**config.mk**
```make
export PLATFORM = sky130hd
export DESIGN_NAME = serial_row_loader
export DESIGN_NICKNAME = d
export VERILOG_FILES = /design/src/rtl/minor_pkg.sv /design/src/rtl/serial_word_shift.sv /design/src/rtl/serial_row_loader.sv
export SDC_FILE = /design/constraint.sdc
export NUM_CORES = 1
export LEC_CHECK = 0
export BUFFER_PORTS_ARGS = -buffer_cell sky130_fd_sc_hd__buf_2
export CAP_MARGIN = 20
export CORE_UTILIZATION = 55
export DETAILED_ROUTE_END_ITERATION = 8
export PLACE_DENSITY = 0.78
export SETUP_SLACK_MARGIN = 0.02
export SKIP_LAST_GASP = 1
export SYNTH_ARGS = -nofsm -noshare
export SYNTH_HDL_FRONTEND = slang
export SYNTH_HIERARCHICAL = 1
export SYNTH_SLANG_ARGS = --single-unit
```
**constraint.sdc**
```tcl
create_clock -name CLK -period 6.45 [get_ports CLK]
set_input_delay 0.9675 -clock CLK [delete_from_list [all_inputs] [get_ports CLK]]
set_output_delay 0.9675 -clock CLK [all_outputs]
set_load 0.02 [all_outputs]
```
**src/rtl/minor_pkg.sv**
```systemverilog
// Shared types for the serial row loader: word width, loader state encoding, lane slicing.
package minor_pkg;

    localparam int unsigned WORD_W = 16;

    typedef enum logic [2:0] {
        StIdle  = 3'd0,
        StShift = 3'd1,
        StWrite = 3'd2,
        StCheck = 3'd3,
        StDone  = 3'd4
    } loader_state_e;

    function automatic int unsigned lane_lsb(input int unsigned lane, input int unsigned width);
        return lane * width;
    endfunction

endpackage

```
**src/rtl/serial_word_shift.sv**
```systemverilog
// 16-bit LSB-first deserializer; word/word_vld present the completed word during its last bit.
module serial_word_shift (
    input  logic        clk,
    input  logic        rst_n,
    input  logic        s,
    input  logic        s_vld,
    input  logic        en,
    output logic [15:0] word,
    output logic        word_vld
);

    logic [15:0] shreg_q;
    logic [3:0]  cnt_q;

    // Combinational view lets the caller act on the word at the edge that samples its last bit.
    assign word     = {s, shreg_q[15:1]};
    assign word_vld = en & s_vld & (cnt_q == 4'd15);

    always_ff @(posedge clk) begin
        if (!rst_n) begin
            shreg_q <= '0;
            cnt_q   <= '0;
        end else if (en && s_vld) begin
            shreg_q <= word;
            cnt_q   <= cnt_q + 4'd1;
        end
    end

endmodule

```
**src/rtl/serial_row_loader.sv**
```systemverilog
// Assembles serial LSB-first words into memory rows; optional trailing checksum
// check when LOADER_CHECKSUM_EN is defined.
module serial_row_loader
    import minor_pkg::*;
#(
    parameter int unsigned ADDR_WIDTH   = 12,
    parameter int unsigned MAX_FEATURES = 15,
    parameter int unsigned WORD_W       = minor_pkg::WORD_W,
    parameter int unsigned DATA_WIDTH   = WORD_W * (MAX_FEATURES + 1)
) (
    input  logic                  CLK,
    input  logic                  RST,
    input  logic                  S,
    input  logic                  S_VLD,
    input  logic [3:0]            feat,
    input  logic [ADDR_WIDTH-1:0] data_points,
    output logic                  wr_en,
    output logic [ADDR_WIDTH-1:0] wr_addr,
    output logic [DATA_WIDTH-1:0] wr_data,
    output logic                  load_done,
    output logic                  load_err
);

    loader_state_e         state_q, state_d;
    logic [3:0]            feat_q, feat_d;
    logic [3:0]            word_idx_q, word_idx_d;
    logic [ADDR_WIDTH-1:0] dp_q, dp_d;
    logic [ADDR_WIDTH-1:0] row_idx_q, row_idx_d;
    logic [DATA_WIDTH-1:0] row_q, row_d;
    logic                  shift_en;
    logic                  word_vld;
    logic [15:0]           word;

    assign shift_en = (state_q != StDone);

    serial_word_shift u_shift (
        .clk      (CLK),
        .rst_n    (RST),
        .s        (S),
        .s_vld    (S_VLD),
        .en       (shift_en),
        .word     (word),
        .word_vld (word_vld)
    );

`ifdef LOADER_CHECKSUM_EN
    logic [15:0] xor_q, xor_d;
    logic        err_q, err_d;
    localparam loader_state_e LastState = StCheck;
`else
    localparam loader_state_e LastState = StDone;
`endif

    always_comb begin
        state_d    = state_q;
        feat_d     = feat_q;
        dp_d       = dp_q;
        word_idx_d = word_idx_q;
        row_idx_d  = row_idx_q;
        row_d      = row_q;
`ifdef LOADER_CHECKSUM_EN
        xor_d      = xor_q;
        err_d      = err_q;
`endif
        unique case (state_q)
            StIdle: begin
                if (S_VLD) begin
                    state_d    = StShift;
                    feat_d     = feat;
                    dp_d       = data_points;
                    word_idx_d = feat;
                end
            end
            StShift: begin
                if (word_vld) begin
                    row_d[lane_lsb(32'(word_idx_q), WORD_W) +: WORD_W] = word;
`ifdef LOADER_CHECKSUM_EN
                    xor_d = xor_q ^ word;
`endif
                    if (word_idx_q == 4'd0) begin
                        state_d    = StWrite;
                        word_idx_d = feat_q;
                    end else begin
                        word_idx_d = word_idx_q - 4'd1;
                    end
                end
            end
            StWrite: begin
                row_d = '0;
                // Last row holds row_idx so a full address range never wraps.
                if (row_idx_q == dp_q) begin
                    state_d = LastState;
                end else begin
                    row_idx_d = row_idx_q + 1'b1;
                    state_d   = StShift;
                end
            end
`ifdef LOADER_CHECKSUM_EN
            StCheck: begin
                if (word_vld) begin
                    err_d   = (word != xor_q);
                    state_d = StDone;
                end
            end
`endif
            default: ;
        endcase
    end

    always_ff @(posedge CLK) begin
        if (!RST) begin
            state_q    <= StIdle;
            feat_q     <= '0;
            dp_q       <= '0;
            word_idx_q <= '0;
            row_idx_q  <= '0;
            row_q      <= '0;
`ifdef LOADER_CHECKSUM_EN
            xor_q      <= '0;
            err_q      <= 1'b0;
`endif
        end else begin
            state_q    <= state_d;
            feat_q     <= feat_d;
            dp_q       <= dp_d;
            word_idx_q <= word_idx_d;
            row_idx_q  <= row_idx_d;
            row_q      <= row_d;
`ifdef LOADER_CHECKSUM_EN
            xor_q      <= xor_d;
            err_q      <= err_d;
`endif
        end
    end

    always_comb begin
        wr_data = row_q;
        for (int unsigned j = 0; j <= MAX_FEATURES; j++) begin
            if (j > 32'(feat_q)) wr_data[lane_lsb(j, WORD_W) +: WORD_W] = '0;
        end
    end

    assign wr_en     = (state_q == StWrite);
    assign wr_addr   = row_idx_q;
    assign load_done = (state_q == StDone);
`ifdef LOADER_CHECKSUM_EN
    assign load_err  = err_q;
`else
    assign load_err  = 1'b0;
`endif

endmodule

```
Word level (Yosys, flattened, before mapping)
Cells that the tools add are included.
{ "totals": {"regBits": 311, "latchBits": 0, "ram_bits": 0, "rom_bits": 0, "inputBits": 20, "out_inout_bits": 271, "wordCells": 79, "n_memories": 0} }
{ "classes": {"n_addsub": 4, "mul": 0, "div": 0, "n_lt_le_gt_ge": 15, "eq_ne": 9, "shifts": 2, "mux": 27, "bitwise": 3, "n_reduce_logical": 11} }
{ "ops": {"columns": ["cell", "count"], "rows": [
  ["case mux 256 bit (2 select lines)", 1],
  ["bitwise mux 256 bit", 1],
  ["2-to-1 mux 256 bit", 1],
  ["variable shift 16 x 34 -> 256 bit, first input constant", 1],
  ["indexed part select 16 x 34 -> 256 bit", 1],
  ["2-to-1 mux 16 bit", 15],
  ["negation 8 -> 34 bit", 1],
  ["greater-than comparator 4 bit, first input constant", 8],
  ["greater-than comparator 3 x 4 -> 1 bit, first input constant", 4],
  ["adder 12 x 1 -> 12 bit, second input constant", 1],
  ["== test 12 bit", 1],
  ["2-to-1 mux 3 bit", 4],
  ["2-to-1 mux 4 bit", 3],
  ["case mux 3 bit (3 select lines)", 1],
  ["greater-than comparator 2 x 4 -> 1 bit, first input constant", 2],
  ["case mux 4 bit (2 select lines)", 1],
  ["AND reduction 2 bit", 3],
  ["adder 4 x 1 -> 4 bit, second input constant", 1],
  ["== test 4 bit, second input constant", 1],
  ["greater-than comparator 1 x 4 -> 1 bit, first input constant", 1],
  ["zero test 4 bit", 1],
  ["inequality test 2 bit, second input constant", 2],
  ["AND reduction 4 bit", 1],
  ["nonzero test 2 bit", 2],
  ["other kinds (12)", 13]
]} }

Longest topological paths before layout
Gate-level depths: netlist (run 1).
{ "depth": {"depth_word": 5, "ltp_mapped": 14, "ltp_nobuf": 9} }

Modules after synthesis
Netlist (run 1), hierarchy kept.
{ "by_module_without_submodules": {"columns": ["module", "n_inst", "cells_each", "area_per_inst_um2", "seq_area_each_um2"], "rows": [
  ["serial_row_loader", 1, 1535, 13020.0, 5825.6],
  ["serial_word_shift", 1, 86, 857.1, 380.4]
]} }

Least setup slack after synthesis (run 1)
OpenSTA, ideal clock, no wires.
{ "synth_timing": {"path_kind": "input port to flip-flop", "start": "input port S_VLD", "end": "register row_q[198]", "setup_time_ps": 128, "arrival_ps": 2678, "t_required_ps": 6322, "slack_ps": 3644, "stages": 10, "path_buffers": 3, "cell_sequence": "and2_4 > buf_12 > and4_2 > nand4bb_1 > nor2_1 > buf_2 > nand3_2 > buf_2 > mux2i_1 > nor2_1"} }
{ "synth_via": {"elab_chain_cells": 4} }
{ "synth_rtl": {"columns": ["element", "line_no", "text"], "rows": [
  ["start, declared", "serial_row_loader.sv:14", "input logic S_VLD,"],
  ["bitwise AND 1 bit (2 in a row)", "serial_word_shift.sv:17", "assign word_vld = en & s_vld & (cnt_q == 4'd15);"],
  ["named net word_vld", "serial_row_loader.sv:31", "logic word_vld;"],
  ["inequality test 2 x 1 -> 1 bit (no line)", null, null],
  ["AND reduction 2 bit (no line)", null, null],
  ["end signal, assigned", "serial_row_loader.sv:128", "row_q <= row_d;"],
  ["end, declared", "serial_row_loader.sv:29", "logic [DATA_WIDTH-1:0] row_q, row_d;"]
]} }
The timed path passes the listed nets, and every way through them passes these cells.
A chain may end at the register's enable or synchronous reset.

Worst setup path in the final report (run 1)
{ "layout_timing": {"start": "register feat_q[2]", "end": "output port wr_data[244]"} }
{ "layout_via": {"elab_chain_cells": 2} }
{ "layout_rtl": {"columns": ["element", "line_no", "text"], "rows": [
  ["start, declared", "serial_row_loader.sv:25", "logic [3:0] feat_q, feat_d;"],
  ["start signal, assigned", "serial_row_loader.sv:124", "feat_q <= feat_d;"],
  ["greater-than comparator 4 bit", "serial_row_loader.sv:139", "if (j > 32'(feat_q)) wr_data[lane_lsb(j, WORD_W) +: WORD_W] = '0;"],
  ["2-to-1 mux 16 bit", "serial_row_loader.sv:139", null],
  ["end, declared", "serial_row_loader.sv:19", "output logic [DATA_WIDTH-1:0] wr_data,"]
]} }
No other way between the ends.

==> flow_metrics.py, run 1 <==
metrics = {
    "sta": {
        "period_minus_slack_ps": 4120,
        "finalSetupTns_ps": 0,
        "setup_violations": 0,
        "max_freq_mhz": 243,
        "slew_violations": 0,
        "fin_skew_ps": 16.3,
        "slew_headroom": 0.236,
        "timing.hold.ws_ps": 450,
        "grt_setup_unrepaired": "false",
        "hold_viol_final": 0,
        "period_share": 0.638,
        "worst_slew_pin_slew_ps": 1140,
    },
    "floorplan": {
        "core_area_mm2": 0.0245,
        "row_count": 57,
        "die_y_um": 161,
        "initial_core_util": 0.566,
        "fp.dieArea_mm2": 0.0259,
        "die_w_um": 161,
        "io_pins": 291,
    },
    "global_route": {
        "grt.total_usage": 0.316,
        "grt_pass1_vias": 11600,
        "antenna_found_initial": 4,
        "grt-ovfl-total": 0,
        "grt_pass1_wl_um": 65100,
        "grt_max_degree": 109,
    },
    "power_and_ir_drop": {
        "pwr_density_cell_mw_per_mm2": 247,
        "ir_drop_mv": 0.181,
        "p_leak_nw": 6.94,
    },
    "final_layout": {
        "drive_gt1_frac": 0.226,
        "syn2layout_area_growth_pct": 16.7,
        "nNetsFinal": 1824,
    },
    "place": {
        "port_buffers": 289,
        "routabilityCongestion": 0.863,
        "hpwl_um": 26600,
    },
    "clocking": {
        "cts_max_path_buffers": 3,
        "ctsHoldBuffers": 0,
        "cts_tree": "yes",
        "cts_resized": 0,
        "clock_tree.root_cell": "clkbuf_16",
        "cts_setup_buffers": 0,
        "clk_latency_ps": 570,
        "numCtsBuffers": 31,
        "cts.sinks": 310,
        "htree_levels": 1,
        "clk_pin_slew_ps": 70,
    },
    "drt": {
        "dr.pass1.iters": 7,
        "ant_nets": 0,
        "drc_errors": 0,
        "vias": 12800,
        "drt-total-wl_um": 42400,
        "drtIter0Drc": 1301,
        "viasPerCell": 5.97,
        "wire_per_inst_um": 19.8,
    },
    "synth": {
        "synthArstFlopShare": 0,
        "synth-xor-area-share": 0.0101,
        "ys_seq_area_frac": 0.447,
        "synth_edf_count": 0,
        "synthAdderAreaFrac": 0.00721,
        "synth_area_leaders": "dfxtp_1 (45%), nand3_1 (5.2%), and2_1 (5.2%), nor2b_1 (5.1%), a21oi_1 (4.1%)",
        "netlist_area_mm2": 0.0139,
        "yosysMostFrequentCell": "dfxtp_1",
        "synth_area_per_cell_um2": 8.56,
        "muxShareOfSynthArea": 0.0166,
        "ys_types": 67,
        "synth.top_cell.area_share": 0.447,
        "syn_nets": 1649,
        "yosysTopAreaCell": "dfxtp_1",
        "synth-seq-cells": 310,
        "synth_compound_area_frac": 0.165,
        "synth_top_family_by_area": "simple AND/OR/NAND/NOR gates",
        "netlist_instances": 1621,
        "synth_flop_cell": "dfxtp_1",
        "synthSimpleGateAreaFrac": 0.290,
        "ys_top_cells_by_count": "dfxtp_1 (310), nand2_1 (145), nand3_1 (145), and2_1 (115), clkbuf_1 (114)",
        "synth_warnings": 6,
    },
    "setup_path": {
        "critPathArrivalTime_ps": 3150,
        "slowest_stage": "dfxtp_1",
        "crit_fanout": 21,
        "crit_family": "simple AND/OR/NAND/NOR gates",
        "crit_chain": "buf_4 -> and2_1 -> and3_1 -> and2_1 -> buf_2",
        "path_class": "flip-flop to output pin",
        "setup.worst_path.start_class": "flip-flop",
        "cpMostUsedCell": "and2_1",
        "worst-path-stages": 5,
        "worst_setup_path_end_kind": "output pin",
        "r2r_cells": 6,
        "critPathBufInv": 2,
        "worstPathRequired_ps": 5480,
        "cp_slowest_stage_delay_ps": 750,
    },
    "outcome": {
        "status": "complete, no violations",
    },
    "run": {
        "drv_cap": 0,
    },
    "hold_path": {
        "holdPathStages": 2,
        "hold_class": "flip-flop to flip-flop",
    },
}
## where the power goes
part | total [mW] | switching [mW] | internal, mW
registers | 1.95 | 0.0214 | 1.93
logic | 0.240 | 0.177 | 0.0628
clock network | 1.82 | 0.770 | 1.05
total | 4.00 | 0.968 | 3.03
## layout by cell type, fill, tap and decap left out, types with 11 or more instances in the layout
cell type and instances:
dfxtp_1 310, buf_2 288, nand2_1 145, nand3_1 145, and2_1 115, nor2b_1 113
a21oi_1 113, nor2_1 96, and3_1 72, a22oi_1 65, a32o_1 48, clkbuf_16 31
buf_4 27, o21ai_0 24, mux2i_1 23, o21a_1 17, xnor2_1 16, a22o_1 13
nand2_2 11
## registers in the layout (all words and copies together), names as in the netlist
register and count:
row_q 256, u_shift/shreg_q 15, dp_q 12, wr_addr 12, feat_q 4, u_shift/cnt_q 4, word_idx_q 4, state_q 3
## final timing paths
kind,start,end,slack [ps]
worst max-delay path,feat_q[2]$_SDFFE_PN0P_,wr_data[244],2330
worst min-delay path,row_q[18]$_SDFFE_PN0P_,row_q[18]$_SDFFE_PN0P_,450
worst max register to register,state_q[2]$_SDFFE_PN0P_,row_q[214]$_SDFFE_PN0P_,2530
worst min register to register,row_q[18]$_SDFFE_PN0P_,row_q[18]$_SDFFE_PN0P_,450
## cells by family after synthesis
kind of cell,count (synthesis)
AND/OR/NAND/NOR,751
AO/OA/AOI/OAI,326
flip-flops,310
buffers and inverters,186
multiplexers,23
XOR/XNOR,16
adder cells (fa/ha/maj),8
other,1
## metrics by stage
step                      cell area [µm²]  setup WS [ps]  utilization  total power, mW  cells
after floorplan                     13900           3640            -             2.16   1621
after global placement              15100           2600        0.615             2.21   2081
after detailed placement            15100           2460        0.616             2.21   2084
after CTS                           16100           2330        0.658             4.00   2141
after global routing                16200           2110        0.660             4.11   2146
final                               16200           2330        0.660             4.00   2147
## metal layers
metal	global-route usage	vias to the layer above	routed length, µm
li1	-	5949	-
met1	0.430	6065	17500
met2	0.498	676	19400
met3	0.0465	122	3680
met4	0.140	2	1810
met5	0	-	8
## final cells by class
cell class / count / area [µm²]
flip-flops and latches: 310 / 6210
multi-input cells: 1125 / 6810
clock buffers: 45 / 898
fillers: 2039 / 8350
well taps: 324 / 405
repair buffers: 317 / 1680
inverters: 11 / 56.3
diodes: 3 / 7.51
clock inverters: 12 / 130
## worst reg2reg max path: stages, from the launching register on
cell     delay, ps
dfxtp_1        560
or3b_4         210
buf_4          840
nand2_1        900
a31oi_1        930
buf_4          290
a32o_1         140
Power figures use the tool's default switching activity.
==> run 2: changes to the inputs <==
--- a/config.mk
+++ b/config.mk
@@ -5,11 +5,12 @@
 export SDC_FILE = /design/constraint.sdc
 export NUM_CORES = 1
 export LEC_CHECK = 0
+export ABC_AREA = 1
 export BUFFER_PORTS_ARGS = -buffer_cell sky130_fd_sc_hd__buf_2
 export CAP_MARGIN = 20
-export CORE_UTILIZATION = 55
+export CORE_UTILIZATION = 50
 export DETAILED_ROUTE_END_ITERATION = 8
-export PLACE_DENSITY = 0.78
+export PLACE_DENSITY = 0.74
 export SETUP_SLACK_MARGIN = 0.02
 export SKIP_LAST_GASP = 1
 export SYNTH_ARGS = -nofsm -noshare
==> constraint.sdc (replaced) <==
create_clock -name CLK -period 3.49 [get_ports CLK]
set_input_delay 0.5235 -clock CLK [delete_from_list [all_inputs] [get_ports CLK]]
set_output_delay 0.5235 -clock CLK [all_outputs]
set_load 0.02 [all_outputs]
==> flow_metrics.py, run 2 <==
metrics = {
    "outcome": {
        "status": "complete, no violations",
    },
    "sta": {
        "hold_viol_final": 0,
        "period_minus_slack_ps": 3150,
        "worst_slew_pin_slew_ps": 781,
        "period_share": 0.902,
        "finalSetupTns_ps": 0,
        "slew_violations": 0,
        "max_freq_mhz": 318,
        "fin_skew_ps": 14.0,
        "worst_slack_ps": 341,
        "grt_setup_unrepaired": "false",
        "setup_violations": 0,
        "slew_headroom": 0.479,
        "timing.hold.ws_ps": 266,
    },
    "power_and_ir_drop": {
        "p_int_mw": 6.61,
        "total_power_mw": 10.6,
        "p_clk_frac": 0.328,
        "seq_power_share": 0.379,
        "power_switching_mw": 3.95,
        "ir_drop_mv": 0.403,
        "p_comb_frac": 0.293,
        "p_leak_nw": 7.46,
        "pwr_density_cell_mw_per_mm2": 599,
        "switching_share": 0.374,
    },
    "drt": {
        "drc_errors": 0,
        "vias": 15500,
        "drtIter0Drc": 1920,
        "drt-total-wl_um": 47000,
        "viasPerCell": 5.26,
        "ant_nets": 0,
        "wire_per_inst_um": 16.0,
        "dr.pass1.iters": 5,
    },
    "place": {
        "port_buffers": 289,
        "routabilityCongestion": 0.919,
        "dpl_cell_area_mm2": 0.0166,
        "hpwl_um": 32200,
        "post-place-ws_ps": 789,
        "dp.cells": 2886,
    },
    "hold_path": {
        "hold_end": "dp_q[9]$_SDFFE_PN0P_",
        "holdPathStages": 3,
        "holdCritStartpoint": "data_points[9]",
        "hold_class": "input pin to flip-flop",
    },
    "clocking": {
        "htree_levels": 2,
        "clock_tree.root_cell": "clkbuf_16",
        "cts_tree": "yes",
        "cts_setup_buffers": 0,
        "clk_pin_slew_ps": 60,
        "cts.sinks": 310,
        "cts_max_path_buffers": 3,
        "numCtsBuffers": 34,
        "ctsHoldBuffers": 0,
        "clk_latency_ps": 510,
        "cts_resized": 0,
    },
    "setup_path": {
        "r2r-end": "row_q[141]$_SDFFE_PN0P_",
        "r2r_cells": 9,
        "worst_setup_path_end_kind": "output pin",
        "critPathArrivalTime_ps": 2630,
        "crit_fanout": 17,
        "path_class": "flip-flop to output pin",
        "worstPathRequired_ps": 2970,
        "setup.worst_path.start_class": "flip-flop",
        "r2r-start": "word_idx_q[1]$_SDFFE_PN0P_",
        "rrSetupSlack_ps": 790,
    },
    "synth": {
        "synth_edf_count": 0,
        "syn_nets": 2347,
        "yosysTopAreaCell": "dfxtp_1",
        "synth_area_leaders": "dfxtp_1 (41%), nand2_1 (12%), nor2_1 (10%), a21oi_1 (9.3%), inv_1 (8.0%)",
        "netlist_instances": 2319,
        "netlist_area_mm2": 0.0150,
        "ys_seq_area_frac": 0.414,
        "synth-seq-cells": 310,
        "yosysMostFrequentCell": "nand2_1",
        "ys_top_cells_by_count": "nand2_1 (476), nor2_1 (411), inv_1 (319), dfxtp_1 (310), a21oi_1 (279)",
        "synth_warnings": 6,
        "synth_area_per_cell_um2": 6.46,
        "synth_flop_cell": "dfxtp_1",
        "synth.top_cell.area_share": 0.414,
        "ys_types": 33,
        "synthArstFlopShare": 0,
    },
    "final_layout": {
        "top_register": "row_q",
        "fillers": 2805,
        "nNetsFinal": 2569,
        "syn2layout_area_growth_pct": 17.7,
        "mostFrequentLayoutCells": "nand2_1 (476), nor2_1 (410), inv_1 (318)",
        "layout_commonest_cell": "nand2_1",
        "drive_gt1_frac": 0.165,
        "largest_reg_flops": 256,
        "layoutNonFillerInstCount": 2945,
        "largestRegisters": "row_q: 256 flops, u_shift/shreg_q: 15 flops",
        "fin_util": 0.606,
        "fin_area_mm2": 0.0176,
        "num_antenna_cells": 0,
    },
    "floorplan": {
        "die_y_um": 175,
        "io_pins": 291,
        "core_area_mm2": 0.0291,
        "fp.dieArea_mm2": 0.0306,
        "row_count": 62,
        "die_w_um": 175,
        "initial_core_util": 0.515,
    },
    "global_route": {
        "grt-ovfl-total": 0,
        "grt_max_degree": 99,
        "grt_pass1_wl_um": 73500,
        "grt_pass1_vias": 13900,
        "antenna_found_initial": 0,
        "grt.total_usage": 0.299,
    },
    "run": {
        "drv_cap": 0,
    },
}
[run 2: changes by cell type in the layout (fill, tap and decap cells not counted), sizes merged, moves of 30 or more]
cell	change
nand3	+73
nand2	+325
a21oi	+166
nor2	+329
inv	+316
a32o	-48
a22oi	-65
and2	-116
and3	-72
o21ai	+30
nor2b	-113
[run 2: logic make-up after synthesis]
kind of cell	Yosys count	synth area share
and+or+nand+nor	1165	0.323
DFF	310	0.414
buffers and inverters	480	0.131
other	1	0.000250
adders and majority gates	8	0.00668
AOI/OAI and AO/OA	339	0.115
xor gates and xnor gates	16	0.00986
[run 2: area by class of cell]
class                   count  area [µm²]  share of cell area
well taps                 384         480              0.0272
inverters                 327        1240              0.0703
clock buffers              53        1020              0.0576
repair buffers            339        1830               0.104
clock inverters             3        42.5             0.00241
flip-flops and latches    310        6210               0.352
multi-input cells        1529        6820               0.386
[run 2: power by group through the flow]
stage / registers, mW / logic, mW / clock network (mW)
after floorplan: 3.99 / 2.25 / 0
after global placement: 4.06 / 2.98 / 0
after detailed placement: 4.06 / 3.02 / 0
after CTS: 3.99 / 3.03 / 3.49
after global routing: 4.02 / 3.39 / 3.65
final: 4.00 / 3.10 / 3.46
[run 2: how the worst max path moves through the flow]
stage / start / end / slack, ps / cells past startpoint
after detailed placement: S_VLD / row_q[143]$_SDFFE_PN0P_ / 790 / 11
after CTS: feat_q[3]$_SDFFE_PN0P_ / wr_data[251] / 390 / 5
final: feat_q[3]$_SDFFE_PN0P_ / wr_data[248] / 340 / 5
after floorplan: word_idx_q[0]$_SDFFE_PN0P_ / row_q[182]$_SDFFE_PN0P_ / 1290 / 12
after global routing: feat_q[3]$_SDFFE_PN0P_ / wr_data[248] / 220 / 5
after global placement: S_VLD / row_q[137]$_SDFFE_PN0P_ / 830 / 11
[run 2: routing by layer]
layer	up-vias	global-route usage	part of all wire	wire [µm]
li1	7617	-	-	-
met1	7019	0.423	0.44	20500
met2	732	0.466	0.44	20700
met3	108	0.0342	0.089	4170
met4	0	0.111	0.033	1540
met5	-	0	0	0
[run 2: worst max-delay path, cell delays in order (launching register included)]
cell,delay (ps)
dfxtp_1,490
nand2_1,450
inv_1,260
nand2_1,390
nor2_1,310
buf_2,210
